===== config.mk =====
export PLATFORM = sky130hd
export DESIGN_NAME = spi_reg_arbiter
export DESIGN_NICKNAME = d
export VERILOG_FILES = /design/src/rtl/spi_reg_pkg.sv /design/src/rtl/spi_reg_arbiter_edge_sync.sv /design/src/rtl/spi_reg_arbiter.sv
export SDC_FILE = /design/constraint.sdc
export NUM_CORES = 1
export LEC_CHECK = 0
export ABC_CLOCK_PERIOD_IN_PS = 3120
export CORE_AREA = 5 5 122 124
export DETAILED_ROUTE_END_ITERATION = 10
export DIE_AREA = 0 0 127 129
export GPL_TIMING_DRIVEN = 1
export PLACE_DENSITY = 0.87
export SYNTH_ARGS = -nofsm -noshare
export SYNTH_HDL_FRONTEND = slang
export SYNTH_HIERARCHICAL = 1
export SYNTH_SLANG_ARGS = --single-unit

===== constraint.sdc =====
create_clock -name clock -period 3.12 [get_ports clock]
set_input_delay 0.312 -clock clock [delete_from_list [all_inputs] [get_ports clock]]
set_output_delay 0.312 -clock clock [all_outputs]
set_load 0.05 [all_outputs]

===== src/rtl/spi_reg_pkg.sv =====
// Shared types and defaults for the SPI-to-register-bus arbiter.
package spi_reg_pkg;

   localparam int SPI_ADRSIZE     = 8;
   localparam int SPI_DATASIZE    = 32;
   localparam int SPI_WR_FLAG_POS = SPI_ADRSIZE - 1;
   localparam logic [31:0] SPI_ERR_WORD = 32'hDEAD_BEEF;

   typedef enum logic [2:0] {
      ST_IDLE   = 3'd0,
      ST_SPI_RD = 3'd1,
      ST_SPI_WR = 3'd2,
      ST_LOC    = 3'd3,
      ST_DONE   = 3'd4
   } arb_state_e;

endpackage


===== src/rtl/spi_reg_arbiter_edge_sync.sv =====
// 3-flop synchroniser for an sclk-domain level, with a rising-edge pulse in the clock domain.
module edge_sync (
   input  logic clock,
   input  logic reset_n,
   input  logic level,
   output logic rise
);

   logic [2:0] sync_r;
   logic [1:0] prime_r;

   // Shift the level through the chain; prime_r masks the edge seen while the chain refills after reset.
   always_ff @(posedge clock) begin
      if (!reset_n) begin
         sync_r  <= 3'b000;
         prime_r <= 2'd0;
      end else begin
         sync_r <= {sync_r[1:0], level};
         if (prime_r != 2'd3) begin
            prime_r <= prime_r + 2'd1;
         end
      end
   end

   assign rise = sync_r[1] & ~sync_r[2] & (prime_r == 2'd3);

endmodule


===== src/rtl/spi_reg_arbiter.sv =====
// Bridges SPI slave address/data events onto the register bus, sharing it with one local requester.
// Optional bus timeout: define SPI_REG_TIMEOUT_EN.
module spi_reg_arbiter
   import spi_reg_pkg::*;
#(
   parameter int                  ADRSIZE  = SPI_ADRSIZE,
   parameter int                  DATASIZE = SPI_DATASIZE,
   parameter int                  TIMEOUT  = 64,
   parameter logic [DATASIZE-1:0] ERR_WORD = DATASIZE'(SPI_ERR_WORD)
) (
   input  logic                clock,
   input  logic                reset_n,
   input  logic                spi_adr_latched,
   input  logic                spi_data_latched,
   input  logic [ADRSIZE-1:0]  spi_adr,
   input  logic [DATASIZE-1:0] spi_wdata,
   output logic [DATASIZE-1:0] spi_rdata,
   input  logic                loc_req,
   input  logic                loc_wr,
   input  logic [ADRSIZE-2:0]  loc_adr,
   input  logic [DATASIZE-1:0] loc_wdata,
   output logic [DATASIZE-1:0] loc_rdata,
   output logic                loc_ack,
   output logic [ADRSIZE-2:0]  reg_adr,
   output logic                reg_wr,
   output logic                reg_rd,
   output logic [DATASIZE-1:0] reg_wdata,
   input  logic [DATASIZE-1:0] reg_rdata,
   input  logic                reg_ack,
   output logic                busy,
   output logic                err
);

   localparam int RIDX   = ADRSIZE - 1;
   localparam int WR_BIT = (ADRSIZE == SPI_ADRSIZE) ? SPI_WR_FLAG_POS : ADRSIZE - 1;

   logic adr_rise_s;
   logic data_rise_s;

   edge_sync u_adr_sync (
      .clock   (clock),
      .reset_n (reset_n),
      .level   (spi_adr_latched),
      .rise    (adr_rise_s)
   );

   edge_sync u_data_sync (
      .clock   (clock),
      .reset_n (reset_n),
      .level   (spi_data_latched),
      .rise    (data_rise_s)
   );

   arb_state_e          state_r;
   logic                pend_rd_r;
   logic                pend_wr_r;
   logic [RIDX-1:0]     rd_adr_r;
   logic [RIDX-1:0]     wr_adr_r;
   logic [DATASIZE-1:0] wr_data_r;
   logic                loc_wr_r;
   logic                set_rd_s;
   logic                set_wr_s;
   logic                take_rd_s;
   logic                take_wr_s;
   logic                take_loc_s;

`ifdef SPI_REG_TIMEOUT_EN
   localparam int TW = (TIMEOUT > 2) ? $clog2(TIMEOUT) : 1;
   localparam logic [TW-1:0] TMAX = TW'(TIMEOUT - 1);
   logic [TW-1:0] timer_r;
   logic          err_r;
   assign err = err_r;
`else
   logic unused_cfg_s;
   assign unused_cfg_s = ^{ERR_WORD, 32'(TIMEOUT)};
   assign err = 1'b0;
`endif

   // Qualify synchronised edges by the write flag and pick the next access in IDLE.
   always_comb begin
      set_rd_s   = adr_rise_s & ~spi_adr[WR_BIT];
      set_wr_s   = data_rise_s & spi_adr[WR_BIT];
      take_rd_s  = 1'b0;
      take_wr_s  = 1'b0;
      take_loc_s = 1'b0;
      if (state_r == ST_IDLE) begin
         take_rd_s  = pend_rd_r;
         take_wr_s  = ~pend_rd_r & pend_wr_r;
         take_loc_s = ~pend_rd_r & ~pend_wr_r & loc_req;
      end else begin
         take_rd_s  = 1'b0;
         take_wr_s  = 1'b0;
         take_loc_s = 1'b0;
      end
   end

   // Pending flags and sampled SPI address/data; a new event outranks the clear so the last frame wins.
   always_ff @(posedge clock) begin
      if (!reset_n) begin
         pend_rd_r <= 1'b0;
         pend_wr_r <= 1'b0;
         rd_adr_r  <= {RIDX{1'b0}};
         wr_adr_r  <= {RIDX{1'b0}};
         wr_data_r <= {DATASIZE{1'b0}};
      end else begin
         if (set_rd_s) begin
            pend_rd_r <= 1'b1;
            rd_adr_r  <= spi_adr[RIDX-1:0];
         end else if (take_rd_s) begin
            pend_rd_r <= 1'b0;
         end
         if (set_wr_s) begin
            pend_wr_r <= 1'b1;
            wr_adr_r  <= spi_adr[RIDX-1:0];
            wr_data_r <= spi_wdata;
         end else if (take_wr_s) begin
            pend_wr_r <= 1'b0;
         end
      end
   end

   // Access FSM with registered bus strobes and completion outputs.
   always_ff @(posedge clock) begin
      if (!reset_n) begin
         state_r   <= ST_IDLE;
         reg_adr   <= {RIDX{1'b0}};
         reg_wdata <= {DATASIZE{1'b0}};
         reg_rd    <= 1'b0;
         reg_wr    <= 1'b0;
         spi_rdata <= {DATASIZE{1'b0}};
         loc_rdata <= {DATASIZE{1'b0}};
         loc_ack   <= 1'b0;
         loc_wr_r  <= 1'b0;
         busy      <= 1'b0;
`ifdef SPI_REG_TIMEOUT_EN
         timer_r   <= {TW{1'b0}};
         err_r     <= 1'b0;
`endif
      end else begin
         loc_ack <= 1'b0;
         case (state_r)
            ST_IDLE: begin
`ifdef SPI_REG_TIMEOUT_EN
               timer_r <= {TW{1'b0}};
`endif
               if (take_rd_s) begin
                  state_r <= ST_SPI_RD;
                  reg_adr <= rd_adr_r;
                  reg_rd  <= 1'b1;
                  busy    <= 1'b1;
               end else if (take_wr_s) begin
                  state_r   <= ST_SPI_WR;
                  reg_adr   <= wr_adr_r;
                  reg_wdata <= wr_data_r;
                  reg_wr    <= 1'b1;
                  busy      <= 1'b1;
               end else if (take_loc_s) begin
                  state_r   <= ST_LOC;
                  reg_adr   <= loc_adr;
                  reg_wdata <= loc_wdata;
                  reg_rd    <= ~loc_wr;
                  reg_wr    <= loc_wr;
                  loc_wr_r  <= loc_wr;
                  busy      <= 1'b1;
               end
            end
            ST_SPI_RD, ST_SPI_WR, ST_LOC: begin
               if (reg_ack) begin
                  reg_rd  <= 1'b0;
                  reg_wr  <= 1'b0;
                  state_r <= ST_DONE;
                  if (state_r == ST_SPI_RD) begin
                     spi_rdata <= reg_rdata;
                  end
                  if (state_r == ST_LOC) begin
                     loc_ack <= 1'b1;
                     if (!loc_wr_r) begin
                        loc_rdata <= reg_rdata;
                     end
                  end
`ifdef SPI_REG_TIMEOUT_EN
               end else if (timer_r == TMAX) begin
                  reg_rd  <= 1'b0;
                  reg_wr  <= 1'b0;
                  err_r   <= 1'b1;
                  state_r <= ST_DONE;
                  if (state_r == ST_SPI_RD) begin
                     spi_rdata <= ERR_WORD;
                  end
                  if (state_r == ST_LOC) begin
                     loc_ack   <= 1'b1;
                     loc_rdata <= ERR_WORD;
                  end
               end else begin
                  timer_r <= timer_r + TW'(1);
`endif
               end
            end
            ST_DONE: begin
               // One strobe-free bus cycle between consecutive accesses.
               state_r <= ST_IDLE;
               busy    <= 1'b0;
            end
            default: begin
               state_r <= ST_IDLE;
               reg_rd  <= 1'b0;
               reg_wr  <= 1'b0;
               busy    <= 1'b0;
            end
         endcase
      end
   end

endmodule


### Word-level counts from Yosys, hierarchy flattened

Index checks and enable logic that the tools add are counted.

| word-level totals | value |
|---|---|
| bits of input ports | 118 |
| flip-flop bits (word level) | 169 |
| word-level logic and storage cells | 102 |
| output and inout port bits | 108 |

| cells by class | value |
|---|---|
| multiplexer cells | 31 |
| equal/unequal tests | 14 |
| bitwise gates (word level) | 20 |
| add/sub/neg operators | 2 |
| reduce and logical (&&, ||, !) cells | 16 |

Operators by type and width:

| kind | number |
|---|---|
| 2-to-1 mux 32 bit | 2 |
| 2-to-1 mux 7 bit | 3 |
| 2-to-1 mux 1 bit | 18 |
| AND reduction 4 bit | 4 |
| 2-to-1 mux 3 bit | 4 |
| inverter 1 bit | 11 |
| bitwise AND 1 bit | 9 |
| != test 3 bit, second input constant | 3 |
| AND reduction 3 bit | 3 |
| != test 2 bit, second input constant | 4 |
| == test 3 x 2 -> 1 bit, second input constant | 2 |
| one-hot mux 1 bit (3 select lines) | 2 |
| one-hot mux 3 bit (2 select lines) | 1 |
| AND reduction 2 bit | 3 |
| nonzero test 2 bit | 3 |
| adder 2 x 1 -> 2 bit, second input constant | 2 |
| == test 2 bit, second input constant | 2 |
| != test 4 bit, second input constant | 1 |
| == test 3 x 1 -> 1 bit, second input constant | 1 |
| == test 3 bit, second input constant | 1 |
| logical NOT 3 bit | 1 |
| nonzero test 3 bit | 1 |
| OR reduction 3 bit | 1 |
| one-hot mux 1 bit (2 select lines) | 1 |

### Depth between registers and ports, before layout

Gate-level depths: netlist of run 1.

| logic depth | value |
|---|---|
| depth after elaboration | 8 |
| gate-level depth with buffers | 8 |
| gate-level depth less buffers | 6 |

### Cells and area by module

The synthesis of run 1 kept the hierarchy.

Modules (own cells, without submodules):

| module | cells an instance | times used | sequential area each (sq um) | area each (sq um) |
|---|---|---|---|---|
| spi_reg_arbiter | 751 | 1 | 3183.1 | 6222.2 |
| edge_sync | 15 | 2 | 100.1 | 170.2 |

### Worst setup path before layout of run 1

Ideal clock, no wire load.

| timing | value |
|---|---|
| kind | flip-flop to flip-flop |
| start point | register state_r[0] |
| end point | register reg_wdata[10] |
| required time | 2994 ps |
| period minus slack after synthesis | 1714 ps |
| path slack | 1406 ps |
| buffers on the path | 4 |
| stages on the path, launching flop included | 9 |
| library setup time | 126 ps |
| data arrival time | 1589 ps |
| cell sequence | dfxtp_1 > buf_2 > or3_1 > buf_2 > or2_1 > clkbuf_1 > clkbuf_1 > nand2_1 > a31oi_1 |

| on the way | value |
|---|---|
| cells in the longest elaborated chain, start to end | 4 |
| elaborated cells on any way between the ends | 8 |
| those cells by class | mux (4); bitwise (1); reduce/logical (3) |

Ends and longest elaborated chain:

| item | RTL line | RTL |
|---|---|---|
| start, declared | spi_reg_arbiter.sv:54 | `arb_state_e state_r;` |
| start signal, assigned | spi_reg_arbiter.sv:125 | `state_r <= ST_IDLE;` |
| start signal, assigned | spi_reg_arbiter.sv:147 | `state_r <= ST_SPI_RD;` |
| start signal, assigned | spi_reg_arbiter.sv:152 | `state_r <= ST_SPI_WR;` |
| logical NOT 3 bit * | spi_reg_arbiter.sv:86, spi_reg_arbiter.sv:141 |  |
| 2-to-1 mux 1 bit | spi_reg_arbiter.sv:86 | `if (state_r == ST_IDLE) begin` |
| nonzero test 2 bit (no source line) / inverter 1 bit (equally long branches) | -- |  |
| AND reduction 3 bit (no source line) | -- |  |
| end signal, assigned | spi_reg_arbiter.sv:127 | `reg_wdata <= {DATASIZE{1'b0}};` |
| end signal, assigned | spi_reg_arbiter.sv:154 | `reg_wdata <= wr_data_r;` |
| end signal, assigned | spi_reg_arbiter.sv:160 | `reg_wdata <= loc_wdata;` |
| end, declared | spi_reg_arbiter.sv:27 | `output logic [DATASIZE-1:0] reg_wdata,` |

Every way passes the cells marked *; elsewhere a longest branch is shown, timed or not.
A chain may end at the register's enable or synchronous reset.

### Final worst setup path of run 1

| timing | value |
|---|---|
| start point | register state_r[0] |
| end point | register reg_wdata[1] |

The elaborated chain is that of the path after synthesis.

==> results of run 1 <==
-- through the flow --
stage | power (W) | util (%) | area, µm²
5_1_grt | 0.00562 | 69.3 | 9470
4_1_cts | 0.00545 | 69.3 | 9470
3_5_place_dp | 0.00339 | 65.0 | 8880
6_report | 0.00541 | 69.3 | 9470
3_3_place_gp | 0.00338 | 65.0 | 8880
2_1_floorplan | 0.00299 | - | 6560
-- cell type report --
cell class              instances  share of cell area, %
multi-input cells             550                   30.7
well taps                     180                   2.38
clock inverters                 8                  0.978
repair buffers                236                   25.0
flip-flops and latches        169                   35.7
clock buffers                  24                   5.19
-- cell families after synthesis --
| family | Yosys count |
|---|---|
| fa+ha+maj | 2 |
| xor+xnor | 2 |
| simple gates | 337 |
| other cells | 1 |
| buf+inv | 62 |
| flops | 169 |
| compound gates | 196 |
| mux | 12 |
-- metal layers --
metal / share of wire, % / up-vias / global-route usage, % / wire length [µm]
met5: 0 / - / 0 / 0
met4: 1.7 / 0 / 7.00 / 300
met3: 10 / 26 / 7.72 / 1760
met2: 46 / 236 / 34.5 / 8070
met1: 42 / 2746 / 26.0 / 7380
li1: - / 2986 / - / -
-- worst reg2reg max path, stage by stage, from the launching register on --
cell	delay (ns)
dfxtp_1	0.39
or3_1	0.54
nor3_4	0.21
buf_4	0.53
o21ai_0	0.19
a31oi_1	0.17
-- layout by cell type, fill, tap and decap left out, drive strengths merged, types with 10 or more instances in the layout --
cell type / netlist / layout
a31oi: 33 / 33
nand2: 278 / 278
nor2: 12 / 12
a21boi: 105 / 105
dfxtp: 169 / 169
o21ai: 40 / 40
clkbuf: 47 / 24
clkdlybuf4s50: 0 / 223
mux2i: 12 / 12
buf: 15 / 13
and2: 10 / 10
nor2b: 13 / 13
-- worst max-delay path by stage --
stage	from	endpoint	cells after the start	slack [ns]
floorplan	state_r[0]	reg_wdata[10]	8	1.41
global placement	state_r[0]	reg_wdata[2]	5	1.13
detailed placement	state_r[0]	reg_wdata[1]	5	1.06
CTS	state_r[0]	reg_wdata[1]	5	1.03
global route	state_r[0]	reg_wdata[2]	5	0.79
finish	state_r[0]	reg_wdata[1]	5	1.02
-- power by group through the flow --
stage / Clock, W / Combinational (W) / Sequential [W]
finish: 0.00206 / 0.00100 / 0.00235
global route: 0.00220 / 0.00106 / 0.00236
CTS: 0.00210 / 0.00101 / 0.00234
global placement: 0 / 0.000989 / 0.00239
floorplan: 0 / 0.000295 / 0.00269
detailed placement: 0 / 0.00100 / 0.00239
-- flip-flops by register name, indices dropped and copies added, names as in the netlist, 2 cells and up --
register and count:
u_adr_sync/sync_r 3, rd_adr_r 7, reg_adr 7, spi_rdata 32, u_adr_sync/prime_r 2, reg_wdata 32
loc_rdata 32, state_r 3, u_data_sync/prime_r 2, wr_adr_r 7, wr_data_r 32, u_data_sync/sync_r 3
==> run_results.csv, run 1 <==
group,metric,value,unit
sta,worst_slack,1.02,ns
synth,synth.mux.area_fraction,1.83,%
synth,synth_fa_ha_area_share,0.381,%
floorplanning,start_util,48.0,%
sta,post-route-min-period,2.10,ns
synth,synth_compound_area_share,20.4,%
clock_network,ctsResizeCount,0,
power,switching_share,27.1,%
floorplanning,dieWidth,127,µm
clock_network,clk_pin_slew,0.06,ns
power,pwr-share-clk,38.1,%
cells_and_area,multiInputGateArea,2910,µm²
synth,yosysMostFrequentCell,"nand2_1",
global_route,grt_max_degree,93,
drt,viasPerCell,5.14,
worst_hold_path,hold_path_startpoint,"u_adr_sync/sync_r[0]",
synth,synth_top_area_cell,"dfxtp_1",
synth,postSynthCellCount,781,
drt,vias,5994,
setup_path,crit_type,"register to register",
setup_path,slowest_stage,"or3_1",
setup_path,reg2reg_from,"state_r[0]",
worst_hold_path,holdPathStages,1,
run_status,status,"completed",
sta,setup_viol,0,
cells_and_area,n_antenna_cell,0,
sta,slew_headroom,46.2,%
sta,finalHoldWorstSlack,0.433,ns
cells_and_area,area_growth,44.3,%
clock_network,holdBufCountCts,0,
synth,synth_area_per_cell,8.40,µm²
worst_hold_path,hold_end,"u_adr_sync/sync_r[1]",
clock_network,insertion_delay,0.41,ns
clock_network,clock_path_buffers,2,
drt,drcViolationCount,0,
sta,worst_clock_skew,0.00539,ns
job,max_cap_violations,0,
synth,ys_warn_count,6,
power,irDropWorstVdd,0.313,mV
clock_network,cts.sinks,169,
drt,drtPass1Iterations,5,
power,combPwrFrac,18.5,%
floorplanning,io-pin-count,226,
synth,synth_common_cells,"278 x nand2_1, 169 x dfxtp_1, 105 x a21boi_0",
sta,rsz0062_at_grt,"false",
synth,ys_types,40,
setup_path,rrSetupSlack,1.02,ns
global_route,antenna_found_initial,0,
setup_path,slowest_delay,0.54,ns
setup_path,cp-start-kind,"register",
global_route,grt_pass1_vias,5720,
drt,drtIter0Drc,314,
setup_path,ff2ff_path_depth,5,
setup_path,end_kind,"register",
cells_and_area,drive_above_1_share,4.66,%
synth,yosys.area_share.simple,21.4,%
synth,synth_nets,901,
power,pwr_density_cell,571,nW/µm²
clock_network,root_buffer,"clkbuf_16",
synth,syn_area,6560,µm²
global_route,grt_pass1_wl,28000,µm
floorplanning,core_area,13700,µm²
sta,tightest_slew,0.805,ns
clock_network,postCtsSetupRepairBufs,0,
drt,ant_nets,0,
setup_path,crit_chain,"or3_1 > nor3_4 > buf_4 > o21ai_0 > a31oi_1",
cells_and_area,final_cells,1167,
power,pwr-share-seq,43.4,%
setup_path,arrival,2.44,ns
placement,dp_cells,1135,
synth,synthXorXnorAreaFrac,0.267,%
clock_network,cts_tree,"done",
global_route,track_usage,21.1,%
setup_path,required,3.46,ns
sta,maxSlewViolCount,0,
worst_hold_path,hold_path.class,"register to register",
global_route,grt-ovfl-total,0,
synth,synthTopCellsByArea,"dfxtp_1 52%, nand2_1 16%, a21boi_0 12%, a31oi_1 3.1%, clkbuf_1 2.7%",
clock_network,numCtsBuffers,17,
sta,tns,0,ns
drt,wl_per_cell,15.0,µm
cells_and_area,fin_nets,1094,
sta,max_freq,0.475,GHz
synth,synthFlopType,"dfxtp_1",
sta,hold_viol_final,0,
placement,hpwl,12200,µm
floorplanning,die_h,129,µm
setup_path,path_delay_family,"simple AND/OR/NAND/NOR gates",
drt,wl,17500,µm
floorplanning,dieArea,16400,µm²
placement,pre_cts_ws,1.06,ns
power,p_sw,0.00147,W
sta,post-route-period-util,67.4,%
floorplanning,rows,43,
synth,async_flop_share,0,%
setup_path,worstReg2RegEnd,"reg_wdata[1]",
setup_path,cp_max_fo,64,
power,power.leakage,3.39,nW
power,p_int,0.00394,W
synth,synth.top_cell.area_share,51.6,%
cells_and_area,fill_cells,1091,
synth,synth_edf_count,0,
placement,gp_congestion,0.854,
synth,synth-seq-cells,169,
synth,synth_top_family_by_area,"simple AND/OR/NAND/NOR gates",
placement,io_buffers,224,
synth,yosysSeqAreaShare,51.6,%
clock_network,htreeDepth,4,
cells_and_area,seq_area,3380,µm²
setup_path,worst-path-buf-inv,1,
Note: power is estimated with default switching activity, not from simulation.
==> run 2, diff against run 1 <==
Settings changed: ABC_CLOCK_PERIOD_IN_PS 3120 to 1800, CORE_AREA 5 5 122 124 to 5 5 133 135, DIE_AREA 0 0 127 129 to 0 0 138 140, PLACE_DENSITY 0.87 to 0.77.
Clock period 3.12 ns to 1.8 ns, I/O delays scaled along.
==> run_results.csv, run 2 (synthesized netlist as in run 1, its figures left out) <==
group,metric,value,unit
setup_path,required,1.62,ns
floorplanning,dieWidth,138,µm
worst_hold_path,hold_path.class,"input pin to register",
sta,maxSlewViolCount,0,
worst_hold_path,hold_path_startpoint,"reset_n",
global_route,grt-ovfl-total,0,
drt,ant_nets,0,
sta,max_freq,0.569,GHz
floorplanning,core_area,16300,µm²
global_route,antenna_found_initial,1,
cells_and_area,area_growth,50.0,%
placement,gp_congestion,0.821,
cells_and_area,layout_commonest_cell,"nand2_1",
clock_network,cts.sinks,169,
sta,post-route-period-util,97.6,%
setup_path,cp-start-kind,"register",
drt,wl_per_cell,15.3,µm
cells_and_area,drive_above_1_share,6.77,%
sta,tightest_slew,0.561,ns
clock_network,cts_tree,"done",
global_route,grtUsageMet3,7.02,%
drt,viasPerCell,4.89,
cells_and_area,most-common-layout-cells,"278 x nand2_1, 175 x clkdlybuf4s50_1, 169 x dfxtp_1",
clock_network,clock_path_buffers,2,
drt,drtIter0Drc,331,
floorplanning,rows,47,
sta,hold_viol_final,0,
sta,rsz0062_at_grt,"false",
setup_path,reg2reg_from,"state_r[2]",
cells_and_area,final_core_util,60.2,%
global_route,grt_pass1_wl,30200,µm
power,power.leakage,4.20,nW
clock_network,clk_pin_slew,0.06,ns
setup_path,worstSetupStartpoint,"spi_rdata[28]",
clock_network,postCtsSetupRepairBufs,0,
global_route,grt_use_met2,31.6,%
job,max_cap_violations,0,
setup_path,slowest_stage,"clkdlybuf4s50_1",
setup_path,arrival,1.58,ns
setup_path,end_kind,"output pin",
sta,tns,0,ns
placement,io_buffers,224,
power,irDropWorstVdd,0.609,mV
clock_network,root_buffer,"clkbuf_16",
setup_path,cp_max_fo,2,
sta,slew_headroom,62.6,%
global_route,grt_pass1_vias,5869,
sta,finalHoldWorstSlack,0.250,ns
setup_path,crit_chain,"clkdlybuf4s50_1",
drt,vias,5990,
cells_and_area,fill_cells,1455,
cells_and_area,n_antenna_cell,0,
clock_network,htreeDepth,4,
clock_network,numCtsBuffers,17,
global_route,track_usage,19.0,%
floorplanning,io-pin-count,226,
global_route,grt_busiest_layer,"met2",
floorplanning,die_h,140,µm
global_route,grt_use_met1,23.1,%
drt,drtPass1Iterations,6,
drt,drcViolationCount,0,
sta,worst_clock_skew,0.00856,ns
power,pwr_density_cell,967,nW/µm²
setup_path,slowest_delay,0.83,ns
floorplanning,dieArea,19300,µm²
cells_and_area,fin_nets,1111,
sta,setup_viol,0,
setup_path,worst-path-buf-inv,1,
sta,post-route-min-period,1.76,ns
drt,wl,18700,µm
setup_path,path_delay_family,"buffers and inverters",
floorplanning,start_util,40.1,%
clock_network,insertion_delay,0.42,ns
run_status,status,"completed",
setup_path,crit_type,"register to output pin",
global_route,grt_max_degree,49,
placement,hpwl,13100,µm
==> run 2: cell types whose count changed in the layout (fill, tap and decap cells not counted), sizes merged, moves of 2 or more <==
cell / delta
clkdlybuf4s50: -48
dlymetal6s2s: +38
buf: +19
dlygate4sd2: +8
clkbuf: -2
==> run 2: per-layer routing <==
layer	vias to the layer above	part of all wire (%)
met5	-	0.069
met2	207	47
met1	2742	44
met3	18	8.6
met4	2	1.2
li1	3021	-
==> run 2: layout make-up <==
type	count	area, µm²	area share [%]
Tap cell	220	275	2.80
Clock buffer	22	484	4.92
Sequential cell	169	3380	34.4
Multi-Input combinational cell	550	2910	29.6
Clock inverter	10	116	1.18
Timing Repair Buffer	253	2680	27.2
==> run 2: power breakdown <==
part / internal [W] / total [W] / leakage (nW) / switching (W)
Sequential: 0.00394 / 0.00405 / 1.37 / 0.000109
Combinational: 0.000749 / 0.00180 / 2.53 / 0.00105
Clock: 0.00219 / 0.00367 / 0.292 / 0.00147
Total: 0.00688 / 0.00952 / 4.20 / 0.00263
==> run 2: stage by stage <==
stage                     std cells  power, W  setup WS [ns]  area (µm²)
after global routing           1224   0.00989       0.000485        9850
after CTS                      1224   0.00961        0.00190        9750
final                          1224   0.00952         0.0434        9850
after global placement         1192   0.00594         0.0926        9160
after floorplan                 781   0.00518         0.0859        6560
after detailed placement       1192   0.00595       -0.00618        9160
==> run 2: timing repair <==
item | CTS | global route
hold endpoints to repair | 0 | 0
gates resized for setup | 8 | 40
endpoints found under the setup margin | 8 | 42
hold buffers | 0 | 0
==> run 2: worst paths after layout <==
check / endpoint / depth (start not counted) / slack, ns
worst min register to register: u_data_sync/sync_r[1] / 1 / 0.43
worst min-delay path: reg_wdata[11] / 3 / 0.25
worst max-delay path: spi_rdata[28] / 1 / 0.04
worst max register to register: reg_adr[3] / 5 / 0.14
==> run 3, diff against run 2 <==
--- a/config.mk
+++ b/config.mk
@@ -6,4 +6,5 @@
 export NUM_CORES = 1
 export LEC_CHECK = 0
+export ABC_AREA = 1
 export ABC_CLOCK_PERIOD_IN_PS = 1800
 export CORE_AREA = 5 5 133 135
==> constraint.sdc (replaced) <==
create_clock -name clock -period 1.8 [get_ports clock]
set_input_delay 0.27 -clock clock [delete_from_list [all_inputs] [get_ports clock]]
set_output_delay 0.27 -clock clock [all_outputs]
set_load 0.05 [all_outputs]
==> run_results.csv, run 3 <==
group,metric,value,unit
run_status,status,"completed",
clock_network,htreeDepth,4,
placement,placed_area,8900,µm²
clock_network,cts.sinks,169,
synth,postSynthCellCount,899,
cells_and_area,layout_commonest_cell,"nor2_1",
drt,drcViolationCount,0,
synth,synth_area_per_cell,7.31,µm²
floorplanning,start_util,40.2,%
global_route,track_usage,18.9,%
synth,ys_types,26,
sta,maxSlewViolCount,0,
drt,drt-met1-wl,8160,µm
global_route,grt-ovfl-total,0,
synth,synth_common_cells,"280 x nor2_1, 169 x dfxtp_1, 146 x o21ai_0",
synth,synthFlopType,"dfxtp_1",
power,pwr_density_cell,1040,nW/µm²
synth,yosysMostFrequentCell,"nor2_1",
setup_path,required,2.15,ns
synth,synth_edf_count,0,
placement,dp_cells,1307,
clock_network,cts_tree,"done",
setup_path,cp_max_fo,33,
floorplanning,rows,47,
clock_network,root_buffer,"clkbuf_16",
power,fin_total_pwr,0.00982,W
global_route,grt_pass1_vias,5981,
sta,rsz0062_at_grt,"false",
synth,yosysSeqAreaShare,51.5,%
floorplanning,core_area,16300,µm²
worst_hold_path,hold_path.class,"input pin to register",
clock_network,holdBufCountCts,0,
drt,wl,18700,µm
cells_and_area,multiInputGateArea,2720,µm²
placement,io_buffers,224,
cells_and_area,area_growth,43.5,%
sta,tightest_slew,0.633,ns
power,irDropWorstVdd,0.641,mV
sta,post-route-period-util,90.4,%
cells_and_area,fin_nets,1226,
sta,post-route-min-period,1.63,ns
drt,drtPass1Iterations,4,
synth,synth.top_cell.area_share,51.5,%
drt,drtIter0Drc,330,
floorplanning,die_h,140,µm
drt,wl_met3,1690,µm
cells_and_area,n_antenna_cell,0,
drt,wl_per_cell,14.0,µm
sta,setup_viol,0,
sta,max_freq,0.615,GHz
job,max_cap_violations,0,
sta,worst_clock_skew,0.00767,ns
setup_path,arrival,1.98,ns
synth,synth-seq-cells,169,
floorplanning,dieWidth,138,µm
synth,synth_nets,1019,
power,power.leakage,4.30,nW
cells_and_area,most-common-layout-cells,"280 x nor2_1, 169 x dfxtp_1, 146 x o21ai_0",
drt,viasPerCell,4.70,
sta,hold_viol_final,0,
setup_path,crit_type,"register to register",
drt,wl_met2,8600,µm
drt,dr.max_layer_used,"met4",
synth,syn_area,6570,µm²
synth,synth_top_area_cell,"dfxtp_1",
global_route,grt_max_degree,64,
cells_and_area,fill_cells,1584,
floorplanning,io-pin-count,226,
drt,vias,6277,
cells_and_area,final_core_util,57.7,%
clock_network,clk_pin_slew,0.06,ns
setup_path,cp-start-kind,"register",
drt,ant_nets,0,
placement,gp_congestion,0.807,
synth,async_flop_share,0,%
synth,ys_warn_count,6,
global_route,antenna_found_initial,0,
setup_path,end_kind,"register",
sta,slew_headroom,57.7,%
clock_network,insertion_delay,0.41,ns
global_route,grt_pass1_wl,30400,µm
clock_network,numCtsBuffers,17,
floorplanning,dieArea,19300,µm²
clock_network,clock_path_buffers,2,
cells_and_area,drive_above_1_share,9.77,%
placement,hpwl,13200,µm
cells_and_area,seq_area,3380,µm²
synth,synthTopCellsByArea,"dfxtp_1 51%, nor2_1 16%, o21ai_0 11%, nand2_1 7.4%, inv_1 2.3%",
cells_and_area,fin_area,9440,µm²
cells_and_area,final_cells,1336,
run 3: cell count changes after synthesis, sizes merged, moves of 13 or more:
| cell | delta |
|---|---|
| nor2 | +275 |
| buf | +13 |
| nand2 | -142 |
| a21oi | +22 |
| nor2b | -13 |
| a31oi | -33 |
| o21ai | +128 |
| inv | +49 |
| clkbuf | -23 |
| a21boi | -105 |
run 3: report_power, final:
group          total (W)  leakage, nW  switching (W)  internal, W
registers        0.00408         1.38       0.000114      0.00397
logic            0.00190         2.63        0.00124     0.000659
clock network    0.00384        0.290        0.00143      0.00241
total            0.00982         4.30        0.00278      0.00704
run 3: metrics by stage:
stage | hold WS (ns) | TNS [ns] | setup slack, ns
detailed placement | 0.401 | -0.0561 | -0.0186
global route | 0.159 | 0 | 0.0233
global placement | 0.397 | 0 | 0.0565
CTS | 0.156 | 0 | 0.177
finish | 0.171 | 0 | 0.174
floorplan | 0.363 | 0 | 0.344
run 3: cell families after synthesis:
| kind of cell | after synthesis | synth area share, % |
|---|---|---|
| and+or+nand+nor | 430 | 26.1 |
| AOI/OAI and AO/OA | 195 | 14.9 |
| DFF | 169 | 51.5 |
| buffers and inverters | 102 | 7.10 |
| adders and majority gates | 2 | 0.381 |
| other | 1 | 0.0570 |
run 3: final timing paths:
kind | start | end | slack (ns) | cells past startpoint
worst max register to register | pend_rd_r | reg_wdata[6] | 0.17 | 8
worst min-delay path | reset_n | u_data_sync/sync_r[1] | 0.17 | 3
worst min register to register | u_data_sync/sync_r[0] | u_data_sync/sync_r[1] | 0.41 | 2
worst max-delay path | pend_rd_r | reg_wdata[6] | 0.17 | 8
run 3: area by class of cell:
class,count,share of cell area [%]
Sequential cell,169,35.9
Multi-Input combinational cell,628,28.9
Timing Repair Buffer,240,23.8
Clock buffer,22,5.03
Tap cell,220,2.92
Inverter,50,1.99
Clock inverter,7,1.51
run 3: what timing repair did:
item / CTS / global route
gates resized for setup: 65 / 0
buffers inserted: 0 / 0
endpoints found under the setup margin: 65 / 0
run 3: critical path, stage by stage (launching register included):
cell and delay (ns):
dfxtp_1 0.44, inv_2 0.09, nand2_2 0.12, nor2_2 0.05
nand2_2 0.07, nand2_2 0.07, inv_2 0.46, nor2_1 0.13
nor2_1 0.12
run 3: metal layers:
| layer | global-route usage, % | vias up |
|---|---|---|
| li1 | - | 3241 |
| met1 | 23.2 | 2824 |
| met2 | 31.2 | 196 |
| met3 | 7.63 | 16 |
| met4 | 5.04 | 0 |
| met5 | 0 | - |
